[src/rtl/cache_axi_read_bridge_if.sv]
// AXI4-Lite read-address / read-data channel bundle between the bridge and the
// memory-side slave. Signal names keep the m_axi_ prefix of the master side.
interface cache_axi_read_bridge_if #(
    parameter int ADDR_WIDTH = 32,
    parameter int DATA_WIDTH = 32
);
    logic [ADDR_WIDTH-1:0] m_axi_araddr;
    logic                  m_axi_arvalid;
    logic                  m_axi_arready;
    logic [2:0]            m_axi_arprot;
    logic [DATA_WIDTH-1:0] m_axi_rdata;
    logic [1:0]            m_axi_rresp;
    logic                  m_axi_rvalid;
    logic                  m_axi_rready;

    modport master (
        output m_axi_araddr, m_axi_arvalid, m_axi_arprot, m_axi_rready,
        input  m_axi_arready, m_axi_rdata, m_axi_rresp, m_axi_rvalid
    );

    modport slave (
        input  m_axi_araddr, m_axi_arvalid, m_axi_arprot, m_axi_rready,
        output m_axi_arready, m_axi_rdata, m_axi_rresp, m_axi_rvalid
    );
endinterface

[src/rtl/cache_axi_read_bridge.sv]
// Single-word cache miss fetch bridge: turns the cache's start pulse into one
// AXI4-Lite read and returns the word with a one-cycle rdy pulse. A HOLD state
// presents the new word one cycle before rdy so the cache's delayed data
// sample lines up with the pulse. One transaction in flight at a time.
module cache_axi_read_bridge #(
    parameter int         ADDR_WIDTH = 32,
    parameter int         DATA_WIDTH = 32,
    parameter logic [2:0] ARPROT_VAL = 3'b000
) (
    input  logic                  clk_i,
    input  logic                  rst_i,
    input  logic                  start_i,
    input  logic [ADDR_WIDTH-1:0] address_i,
    output logic                  rdy_o,
    output logic [DATA_WIDTH-1:0] data_o,
    output logic                  err_o,
    output logic                  busy_o,
    cache_axi_read_bridge_if.master axi
);

    typedef enum logic [2:0] {
        S_IDLE,
        S_ADDR,
        S_RESP,
        S_HOLD,
        S_DONE
    } state_e;

    state_e                state_q, state_d;
    logic [ADDR_WIDTH-1:0] addr_q, addr_d;
    logic [DATA_WIDTH-1:0] data_q, data_d;
    logic                  err_q, err_d;
    logic                  arvalid_q, arvalid_d;
    logic                  rready_q, rready_d;
    logic                  rdy_q, rdy_d;
    logic                  busy_q, busy_d;

    // Next-state and datapath; handshake outputs are decoded from the next
    // state so they come straight out of flops.
    always_comb begin
        state_d = state_q;
        addr_d  = addr_q;
        data_d  = data_q;
        err_d   = err_q;
        case (state_q)
            S_IDLE: begin
                if (start_i) begin
                    // word-align the miss address
                    addr_d  = address_i & ~ADDR_WIDTH'(3);
                    state_d = S_ADDR;
                end
            end
            S_ADDR: begin
                if (axi.m_axi_arready) state_d = S_RESP;
            end
            S_RESP: begin
                if (axi.m_axi_rvalid) begin
                    data_d  = axi.m_axi_rdata;
                    err_d   = (axi.m_axi_rresp != 2'b00);
                    state_d = S_HOLD;
                end
            end
            S_HOLD:  state_d = S_DONE;
            S_DONE:  state_d = S_IDLE;
            default: state_d = S_IDLE;
        endcase
        arvalid_d = (state_d == S_ADDR);
        rready_d  = (state_d == S_RESP);
        rdy_d     = (state_d == S_DONE);
        busy_d    = (state_d != S_IDLE);
    end

    // State and output registers with synchronous reset.
    always_ff @(posedge clk_i) begin
        if (rst_i) begin
            state_q   <= S_IDLE;
            addr_q    <= '0;
            data_q    <= '0;
            err_q     <= 1'b0;
            arvalid_q <= 1'b0;
            rready_q  <= 1'b0;
            rdy_q     <= 1'b0;
            busy_q    <= 1'b0;
        end else begin
            state_q   <= state_d;
            addr_q    <= addr_d;
            data_q    <= data_d;
            err_q     <= err_d;
            arvalid_q <= arvalid_d;
            rready_q  <= rready_d;
            rdy_q     <= rdy_d;
            busy_q    <= busy_d;
        end
    end

    assign axi.m_axi_araddr  = addr_q;
    assign axi.m_axi_arvalid = arvalid_q;
    assign axi.m_axi_arprot  = ARPROT_VAL;
    assign axi.m_axi_rready  = rready_q;
    assign rdy_o             = rdy_q;
    assign data_o            = data_q;
    assign err_o             = err_q;
    assign busy_o            = busy_q;

endmodule

[src/flat_wrapper.sv]
// flat-port wrapper written by rule: the top's interface ports become plain ports
module cache_axi_read_bridge_flat 
#(
    parameter int         ADDR_WIDTH = 32,
    parameter int         DATA_WIDTH = 32,
    parameter logic [2:0] ARPROT_VAL = 3'b000
)
  (clk_i, rst_i, start_i, address_i, rdy_o, data_o, err_o, busy_o, axi_m_axi_araddr, axi_m_axi_arvalid, axi_m_axi_arprot, axi_m_axi_rready, axi_m_axi_arready, axi_m_axi_rdata, axi_m_axi_rresp, axi_m_axi_rvalid);
  cache_axi_read_bridge_if #(.ADDR_WIDTH(ADDR_WIDTH), .DATA_WIDTH(DATA_WIDTH)) axi_i ();
  input  logic clk_i;
  input  logic rst_i;
  input  logic start_i;
  input  logic [ADDR_WIDTH-1:0] address_i;
  output logic rdy_o;
  output logic [DATA_WIDTH-1:0] data_o;
  output logic err_o;
  output logic busy_o;
  output wire logic [$bits(axi_i.m_axi_araddr)-1:0] axi_m_axi_araddr;
  output wire logic [$bits(axi_i.m_axi_arvalid)-1:0] axi_m_axi_arvalid;
  output wire logic [$bits(axi_i.m_axi_arprot)-1:0] axi_m_axi_arprot;
  output wire logic [$bits(axi_i.m_axi_rready)-1:0] axi_m_axi_rready;
  input wire logic [$bits(axi_i.m_axi_arready)-1:0] axi_m_axi_arready;
  input wire logic [$bits(axi_i.m_axi_rdata)-1:0] axi_m_axi_rdata;
  input wire logic [$bits(axi_i.m_axi_rresp)-1:0] axi_m_axi_rresp;
  input wire logic [$bits(axi_i.m_axi_rvalid)-1:0] axi_m_axi_rvalid;
  assign axi_m_axi_araddr = axi_i.m_axi_araddr;
  assign axi_m_axi_arvalid = axi_i.m_axi_arvalid;
  assign axi_m_axi_arprot = axi_i.m_axi_arprot;
  assign axi_m_axi_rready = axi_i.m_axi_rready;
  assign axi_i.m_axi_arready = axi_m_axi_arready;
  assign axi_i.m_axi_rdata = axi_m_axi_rdata;
  assign axi_i.m_axi_rresp = axi_m_axi_rresp;
  assign axi_i.m_axi_rvalid = axi_m_axi_rvalid;
  cache_axi_read_bridge #(.ADDR_WIDTH(ADDR_WIDTH), .DATA_WIDTH(DATA_WIDTH), .ARPROT_VAL(ARPROT_VAL)) u_core (.clk_i(clk_i), .rst_i(rst_i), .start_i(start_i), .address_i(address_i), .rdy_o(rdy_o), .data_o(data_o), .err_o(err_o), .busy_o(busy_o), .axi(axi_i));
endmodule
[config.mk]
export PLATFORM = sky130hd
export DESIGN_NAME = cache_axi_read_bridge_flat
export DESIGN_NICKNAME = d
export VERILOG_FILES = /design/src/rtl/cache_axi_read_bridge_if.sv /design/src/rtl/cache_axi_read_bridge.sv /design/src/flat_wrapper.sv
export SDC_FILE = /design/constraint.sdc
export NUM_CORES = 1
export LEC_CHECK = 0
export CORE_ASPECT_RATIO = 0.75
export CORE_MARGIN = 2
export CORE_UTILIZATION = 42
export DETAILED_ROUTE_END_ITERATION = 10
export GPL_ROUTABILITY_DRIVEN = 0
export GPL_TIMING_DRIVEN = 0
export PLACE_DENSITY = 0.77
export SYNTH_ARGS = -nofsm -noshare
export SYNTH_HDL_FRONTEND = slang
export SYNTH_SLANG_ARGS = --single-unit
[constraint.sdc]
create_clock -name clk_i -period 1.6 [get_ports clk_i]
set_input_delay 0.24 -clock clk_i [delete_from_list [all_inputs] [get_ports clk_i]]
set_output_delay 0.24 -clock clk_i [all_outputs]
set_load 0.01 [all_outputs]
[After elaboration in Yosys (flattened, before gate mapping)]
Cells that the tools add are included.
Word-level totals
  output and inout port bits: 72
  bits in registers: 70
  logic and storage cells: 23
  input bits: 71
Cells by class
  reduce and logical (&&, ||, !) cells: 5
  multiplexer cells: 4
  equality and inequality tests: 6
Operator list (number)
  $pmux W3 S4: 1
  $eq A3 B2 Y1 const B: 3
  $mux W3: 3
  $eq A3 B1 Y1 const B: 2
  $reduce_and A2 Y1: 2
  $eq A3 B3 Y1 const B: 1
  $logic_not A3 Y1: 1
  $reduce_bool A3 Y1: 1
  $reduce_bool A2 Y1: 1

[Logic depth before layout (Yosys ltp)]
Gate-level depths: netlist of run 1.
  depth after elaboration: 3
  gate-level depth with buffers: 4
  gate-level depth less buffers: 2

[Worst setup path before layout of run 1]
No wires, ideal clock.
  path type: register to register
  start point: register u_core.state_q[1]
  end point: register u_core.addr_q[10] (netlist: u_core.axi.m_axi_araddr[10])
  path slack: 438 ps
  data required time: 1528 ps
  library setup time: 72 ps
  data arrival time: 1090 ps
  cell stages (with the launch flop): 5
  period minus slack after synthesis: 1162 ps
  cell sequence: dfxtp_1 -> buf_6 -> nor4b_4 -> buf_6 -> mux2i_1
On the way
  longest elaborated chain between the ends: 2
Ends and longest elaborated chain
  start: declaration: RTL line cache_axi_read_bridge.sv:29  | state_e state_q, state_d;
  start signal: assignment: RTL line cache_axi_read_bridge.sv:85  | state_q <= state_d;
  $logic_not A3 Y1: RTL line cache_axi_read_bridge.sv:45  | case (state_q)
  $reduce_and A2 Y1 (no source line)
  end signal: assignment: RTL line cache_axi_read_bridge.sv:86  | addr_q <= addr_d;
  end: declaration: RTL line cache_axi_read_bridge.sv:30  | logic [ADDR_WIDTH-1:0] addr_q, addr_d;
Every way passes these cells.
A chain may end at the register's enable or synchronous reset.

[Worst setup path in the final report of run 1]
  start point: register u_core.data_q[18] (netlist: u_core.data_o[18])
  end point: output data_o[18]
RTL lines
  start: declaration: RTL line cache_axi_read_bridge.sv:31  | logic [DATA_WIDTH-1:0] data_q, data_d;
  start signal: assignment: RTL line cache_axi_read_bridge.sv:87  | data_q <= data_d;
  end: declaration: RTL line flat_wrapper.sv:15  | output logic [DATA_WIDTH-1:0] data_o;
No word-level cell between the ends.

==> key figures, run 1 <==
Setup path
  • Worst path bufs/invs: 1
  • Worst reg2reg path endpoint: u_core.axi.m_axi_araddr[23]$_SDFFE_PP0P_
  • Startpoint Class: flip-flop
  • CP max stage delay: 0.56 ns
  • R2R cell count: 4
  • CP max-delay cell: clkdlybuf4s50_1
  • Crit path required time: 1.36 ns
  • Cells along the critical path: clkdlybuf4s50_1
  • Top delay family on crit path: buffers and inverters
  • FF-to-FF setup slack: 0.26 ns
  • Crit path max fanout: 2
  • CP Class: reg -> out
  • CP endpoint kind: output pin
  • Critical Path AT: 1.24 ns
  • Worst r2r src: u_core.state_q[1]$_SDFF_PP0_

Hold path
  • Worst hold start: axi_m_axi_rdata[18]
  • Hold WC Path Type: in -> reg
  • Hold Path Sink: u_core.data_o[18]$_SDFFE_PP0P_
  • Worst hold path stage count: 3

Power and ir drop
  • Switch share: 0.235
  • Sw Pwr: 0.992 mW
  • Pwr Total: 4.23 mW
  • Pint: 3.23 mW
  • Sequential share of power: 0.445
  • Worst vdd ir: 0.622 mV
  • Clock Power Share: 0.375
  • Logic pwr share: 0.180
  • P per Cell Area: 863 nW/um2
  • Leak Pwr: 1.81 nW

Cells and area
  • Ant. Diodes: 0
  • Area grow syn2layout: 53.5%
  • Design Area, Final: 4900 um2
  • Layout cells sized above 1: 0.0741
  • Final net count: 525

Run status
  • Outcome: complete, no violations

Clock tree
  • CTS tree: built
  • Hold_buf cts: 0
  • Sink Count: 70
  • Num CTS Buffers: 9
  • Max Root-Sink Buffers: 2
  • Cts repair resizes: 0
  • Clk Latency, worst-skew pair: 0.34 ns
  • Setup repair bufs after CTS: 0
  • Htree depth: 3
  • Clock slew at reported path FFs: 0.07 ns
  • CTS root buf: clkbuf_8

Synth
  • Yosys Warn Count: 0
  • Post-Syn Area: 3190 um2
  • Top cells by area, synth: dfxtp_1 (44%), nand2b_1 (25%), mux2i_1 (20%)
  • Synth area leader: dfxtp_1
  • Share of the synthesized area in the top cell type: 0.439
  • Synth cell types: 23
  • Post-synthesis cell count: 305
  • Synthesis-stage register bit count: 70
  • Sequential share of the synthesized area: 0.439
  • Avg Inst Size Synth: 10.5 um2

STA
  • # setup viols final: 0
  • Hold Vio Cnt, Final: 0
  • Slew Limit Fails: 0
  • Unrepaired setup endpoints after global routing: no
  • Final critical-path required period: 1.48 ns
  • Fmax: 675 MHz
  • Final Cycle Share: 0.926
  • Clock skew: 0.0101 ns
  • Fin worst setup slack: 0.119 ns

Floorplan
  • Starting Density: 0.433
  • I/O pins: 143
  • Die area: 8320 um2
  • Rows: 27
  • DIE HEIGHT: 79.5 um
  • Core ar.: 7360 um2
  • Chip width: 105 um

Route
  • Starting DRT DRC Count: 61
  • Post-route DRC: 0
  • Router iterations before antenna repair: 4
  • Wire per inst: 14.1 um
  • Final ANT Viol Nets: 0
  • Vias per inst: 4.62
  • Total Wirelength: 7890 um
  • Via count: 2587

Global routing
  • First-pass GRT wire length: 12600 um
  • Global Route Usage Sum: 0.191
  • Vias in the first global route: 2633
  • Number of antenna violations at the first check in global routing: 0
  • Largest net degree at the start of global routing: 13
  • Gr ovfl total: 0

Placed design
  • Port Buffers: 134
  • Dpl ws: -0.0903 ns
  • DP Area: 4670 um2
  • Final HPWL DP: 5960 um

Flow run
  • MaxCap Viol Count: 0
==> layout by cell type (no fill, tap or decap), types with 2 or more instances in the layout <==
cell type,instances
clkdlybuf4s50_1,134
nand2b_1,128
dfxtp_1,70
mux2i_1,63
clkbuf_1,14
clkbuf_8,10
buf_6,5
buf_4,5
conb_1,5
buf_12,3
buf_2,2
and3_1,2
clkinv_4,2
bufinv_16,2
==> power by group through the flow <==
stage                     sequential [mW]  clock (mW)  combinational (mW)
after global routing                 1.89        1.71               0.818
after detailed placement             1.92           0               0.764
after floorplan                      1.96           0               0.324
final                                1.88        1.59               0.759
after global placement               1.92           0               0.754
after CTS                            1.88        1.64               0.769
==> stage by stage <==
stage	hold slack, ns	cells	setup TNS [ns]	util
global route	0.459	560	0	0.665
detailed placement	0.462	544	-2.00	0.635
global placement	0.457	544	-1.37	0.635
floorplan	0.358	309	0	-
CTS	0.446	560	0	0.665
finish	0.464	560	0	0.665
==> sequential cells by signal, summed over array words and instances, names as in the netlist <==
register / flops
u_core.data_o: 32
u_core.axi.m_axi_araddr: 30
u_core.state_q: 3
u_core.axi.m_axi_arvalid: 1
u_core.axi.m_axi_rready: 1
u_core.busy_o: 1
u_core.err_o: 1
u_core.rdy_o: 1
==> kinds of logic (layout without fill, tap and decap cells) <==
kind of cell	Yosys count	after routing	synth area share
compound gates	7	7	0.0192
simple gates	135	135	0.273
mux	64	64	0.201
other cells	1	5	0.00118
buf+inv	28	178	0.0667
flops	70	70	0.439
==> tightest hold or removal path, cell delays in order <==
cell and delay, ns:
clkdlybuf4s50_1 0.39, nand2b_1 0.06, mux2i_1 0.06
==> cell type report <==
cell class,instances,area [um2]
Multi-Input combinational cell,211,1590
Sequential cell,70,1400
Tap cell,101,126
Clock inverter,5,82.6
Buffer,28,213
Clock buffer,11,141
Timing Repair Buffer,134,1340
Fill cell,650,2470
==> how the worst max path moves through the flow <==
| stage | startpoint | endpoint | slack [ns] | cells past startpoint |
|---|---|---|---|---|
| detailed placement | start_i | u_core.axi.m_axi_araddr[19]$_SDFFE_PP0P_ | -0.09 | 4 |
| floorplan | u_core.state_q[1]$_SDFF_PP0_ | u_core.axi.m_axi_araddr[10]$_SDFFE_PP0P_ | 0.44 | 4 |
| CTS | u_core.axi.m_axi_araddr[13]$_SDFFE_PP0P_ | axi_m_axi_araddr[13] | 0.08 | 1 |
| global route | u_core.axi.m_axi_araddr[3]$_SDFFE_PP0P_ | axi_m_axi_araddr[3] | 0.06 | 1 |
| finish | u_core.data_o[18]$_SDFFE_PP0P_ | data_o[18] | 0.12 | 1 |
| global placement | start_i | u_core.axi.m_axi_araddr[31]$_SDFFE_PP0P_ | -0.05 | 4 |
==> layer usage <==
| layer | GRT usage | vias up | part of all wire |
|---|---|---|---|
| li1 | - | 1275 | - |
| met1 | 0.234 | 1214 | 0.44 |
| met5 | 0 | - | 0 |
| met4 | 0.0493 | 0 | 0.010 |
| met2 | 0.318 | 89 | 0.47 |
| met3 | 0.0735 | 9 | 0.073 |
==> synth_stat cells <==
cell type / n
a21boi_0: 1
a21boi_1: 1
o21ai_0: 1
nand3b_1: 1
nand2b_1: 128
o211a_1: 1
buf_4: 5
buf_12: 3
and3_1: 2
nor4b_4: 1
nor2_1: 1
mux2i_1: 63
buf_6: 5
and4bb_1: 1
dfxtp_1: 70
o31a_1: 1
mux2_2: 1
buf_2: 2
conb_1: 1
clkbuf_1: 13
a2111oi_2: 1
o21bai_1: 1
or3b_2: 1
No activity file was read; power rests on OpenSTA's default activity.
==> run 2: changes to the inputs <==
- clock period: 1.6 -> 1.4 ns (I/O delays scaled with it)
==> key figures, run 2 (same netlist as run 1, synthesis figures left out) <==
Run status
  • Outcome: complete, no violations

STA
  • Min Hold Slack: 0.434 ns (-0.0297 ns)
  • Final Cycle Share: 0.949
  • # setup viols final: 0 (unchanged)
  • Clock skew: 0.0106 ns (+0.000505 ns)
  • Fin worst setup slack: 0.0708 ns (-0.0479 ns)
  • Setup TNS: 0 ns (unchanged)
  • Slew Limit Fails: 0 (unchanged)
  • Hold Vio Cnt, Final: 0 (unchanged)
  • Unrepaired setup endpoints after global routing: yes
  • Fmax: 752 MHz
  • Final critical-path required period: 1.33 ns

Setup path
  • Crit path required time: 1.67 ns (+0.31 ns)
  • CP Class: reg -> reg
  • Critical Path AT: 1.60 ns (+0.36 ns)
  • Startpoint Class: flip-flop
  • CP endpoint kind: flip-flop
  • Cells along the critical path: buf_6 > nor4b_4 > buf_4 > buf_6 > mux2i_1
  • CP max stage delay: 0.32 ns (-0.24 ns)
  • CP max-delay cell: dfxtp_1
  • Worst path bufs/invs: 3 (+2)
  • Crit path max fanout: 10 (+8)
  • Most frequent CP cell: buf_6
  • Top delay family on crit path: buffers and inverters

Placed design
  • DP Area: 4670 um2 (unchanged)
  • Port Buffers: 134 (unchanged)
  • Dpl ws: -0.260 ns (-0.170 ns)
  • Final HPWL DP: 5960 um (unchanged)
  • Post-placement cell count: 544 (unchanged)

Power and ir drop
  • Worst vdd ir: 0.708 mV (+14%)
  • Sw Pwr: 1.13 mW (+14%)
  • Sequential share of power: 0.450 (+0.005)
  • Clock Power Share: 0.381 (+0.006)
  • Pwr Total: 4.77 mW (+13%)
  • Switch share: 0.237 (+0.00270)
  • Logic pwr share: 0.169 (-0.011)
  • P per Cell Area: 989 nW/um2 (+15%)
  • Leak Pwr: 2.10 nW (+16%)
  • Pint: 3.63 mW (+12%)

Cells and area
  • Most common cell after layout, fill and taps aside: nand2b_1
  • Design Area, Final: 4820 um2 (-1.6%)
  • Most frequent cells in the layout: nand2b_1 (128), dfxtp_1 (70), clkdlybuf4s50_1 (67), dlygate4sd2_1 (67), mux2i_1 (63)
  • Fillers: 681 (+4.8%)
  • Area grow syn2layout: 51.1%
  • Fin util: 0.655 (-0.0104)
  • Ant. Diodes: 0 (unchanged)
  • Post-layout instance count excluding filler cells: 561 (+0.18%)
  • Layout cells sized above 1: 0.0761 (+0.00201)
  • Max reg flops: 32 (unchanged)
  • Final net count: 526 (+0.19%)

Clock tree
  • Clock slew at reported path FFs: 0.08 ns (about the same)
  • Hold_buf cts: 0 (unchanged)
  • Sink Count: 70 (unchanged)
  • Num CTS Buffers: 9 (unchanged)
  • CTS tree: built
  • Htree depth: 3 (unchanged)
  • CTS root buf: clkbuf_8
  • Clk Latency, worst-skew pair: 0.34 ns (about the same)
  • Max Root-Sink Buffers: 2 (unchanged)

Route
  • Router iterations before antenna repair: 4 (unchanged)
  • Total Wirelength: 7920 um (+0.48%)
  • Post-route DRC: 0 (unchanged)
  • Vias per inst: 4.61 (-0.26%)
  • Starting DRT DRC Count: 57 (-6.6%)
  • Wire per inst: 14.1 um (+0.30%)
  • Via count: 2585 (-0.077%)
  • Final ANT Viol Nets: 0 (unchanged)

Flow run
  • MaxCap Viol Count: 0 (unchanged)

Global routing
  • Number of antenna violations at the first check in global routing: 0 (unchanged)
  • Gr ovfl total: 0 (unchanged)
  • Vias in the first global route: 2630 (-0.11%)
  • Global Route Usage Sum: 0.191 (+0.000354)
  • First-pass GRT wire length: 12600 um (+0.17%)
  • Largest net degree at the start of global routing: 13 (unchanged)

Floorplan
  • Starting Density: 0.433 (unchanged)
  • Die area: 8320 um2 (unchanged)
  • DIE HEIGHT: 79.5 um (unchanged)
  • I/O pins: 143 (unchanged)
  • Rows: 27 (unchanged)
  • Core ar.: 7360 um2 (unchanged)
  • Chip width: 105 um (unchanged)

Hold path
  • Hold WC Path Type: in -> reg
==> run 2: cell type report <==
type | instances | area [um2] | area share
Tap cell | 101 | 126 | 0.0262
Clock buffer | 11 | 141 | 0.0293
Multi-Input combinational cell | 211 | 1590 | 0.330
Sequential cell | 70 | 1400 | 0.291
Buffer | 28 | 213 | 0.0441
Clock inverter | 5 | 82.6 | 0.0171
Timing Repair Buffer | 135 | 1260 | 0.262
==> run 2: timing repair <==
| item | 4_1_cts | 5_1_grt |
|---|---|---|
| gates cloned | 0 | 0 |
| pin swaps | 0 | 1 |
| gates resized for setup | 67 | 0 |
| endpoints found under the hold margin | 0 | 0 |
| setup buffers | 0 | 1 |
| setup endpoints to repair | 67 | 18 |
==> run 2: path summary, 6_finish.rpt <==
path	end	start	cells past startpoint	slack, ns
max	u_core.axi.m_axi_araddr[23]$_SDFFE_PP0P_	u_core.state_q[1]$_SDFF_PP0_	5	0.07
max reg2reg	u_core.axi.m_axi_araddr[23]$_SDFFE_PP0P_	u_core.state_q[1]$_SDFF_PP0_	5	0.07
min	u_core.data_o[22]$_SDFFE_PP0P_	rst_i	3	0.43
min reg2reg	u_core.axi.m_axi_araddr[17]$_SDFFE_PP0P_	u_core.axi.m_axi_araddr[17]$_SDFFE_PP0P_	2	0.47
==> run 2: metal layers <==
metal / wire length [um] / part of all wire / global-route usage / vias to the layer above
li1: - / - / - / 1277
met2: 3740 / 0.47 / 0.319 / 83
met5: 0 / 0 / 0 / -
met3: 531 / 0.067 / 0.0727 / 9
met1: 3570 / 0.45 / 0.235 / 1216
met4: 80 / 0.010 / 0.0493 / 0
==> run 2: tightest hold or removal path: stages <==
cell and delay (ns):
clkbuf_1 0.21, nand2b_1 0.21, mux2i_1 0.11
==> run 2: power by group through the flow <==
stage	combinational (mW)	clock [mW]	sequential [mW]
global placement	0.861	0	2.19
global route	0.873	1.96	2.16
floorplan	0.370	0	2.24
CTS	0.812	1.87	2.15
finish	0.807	1.81	2.15
detailed placement	0.874	0	2.20
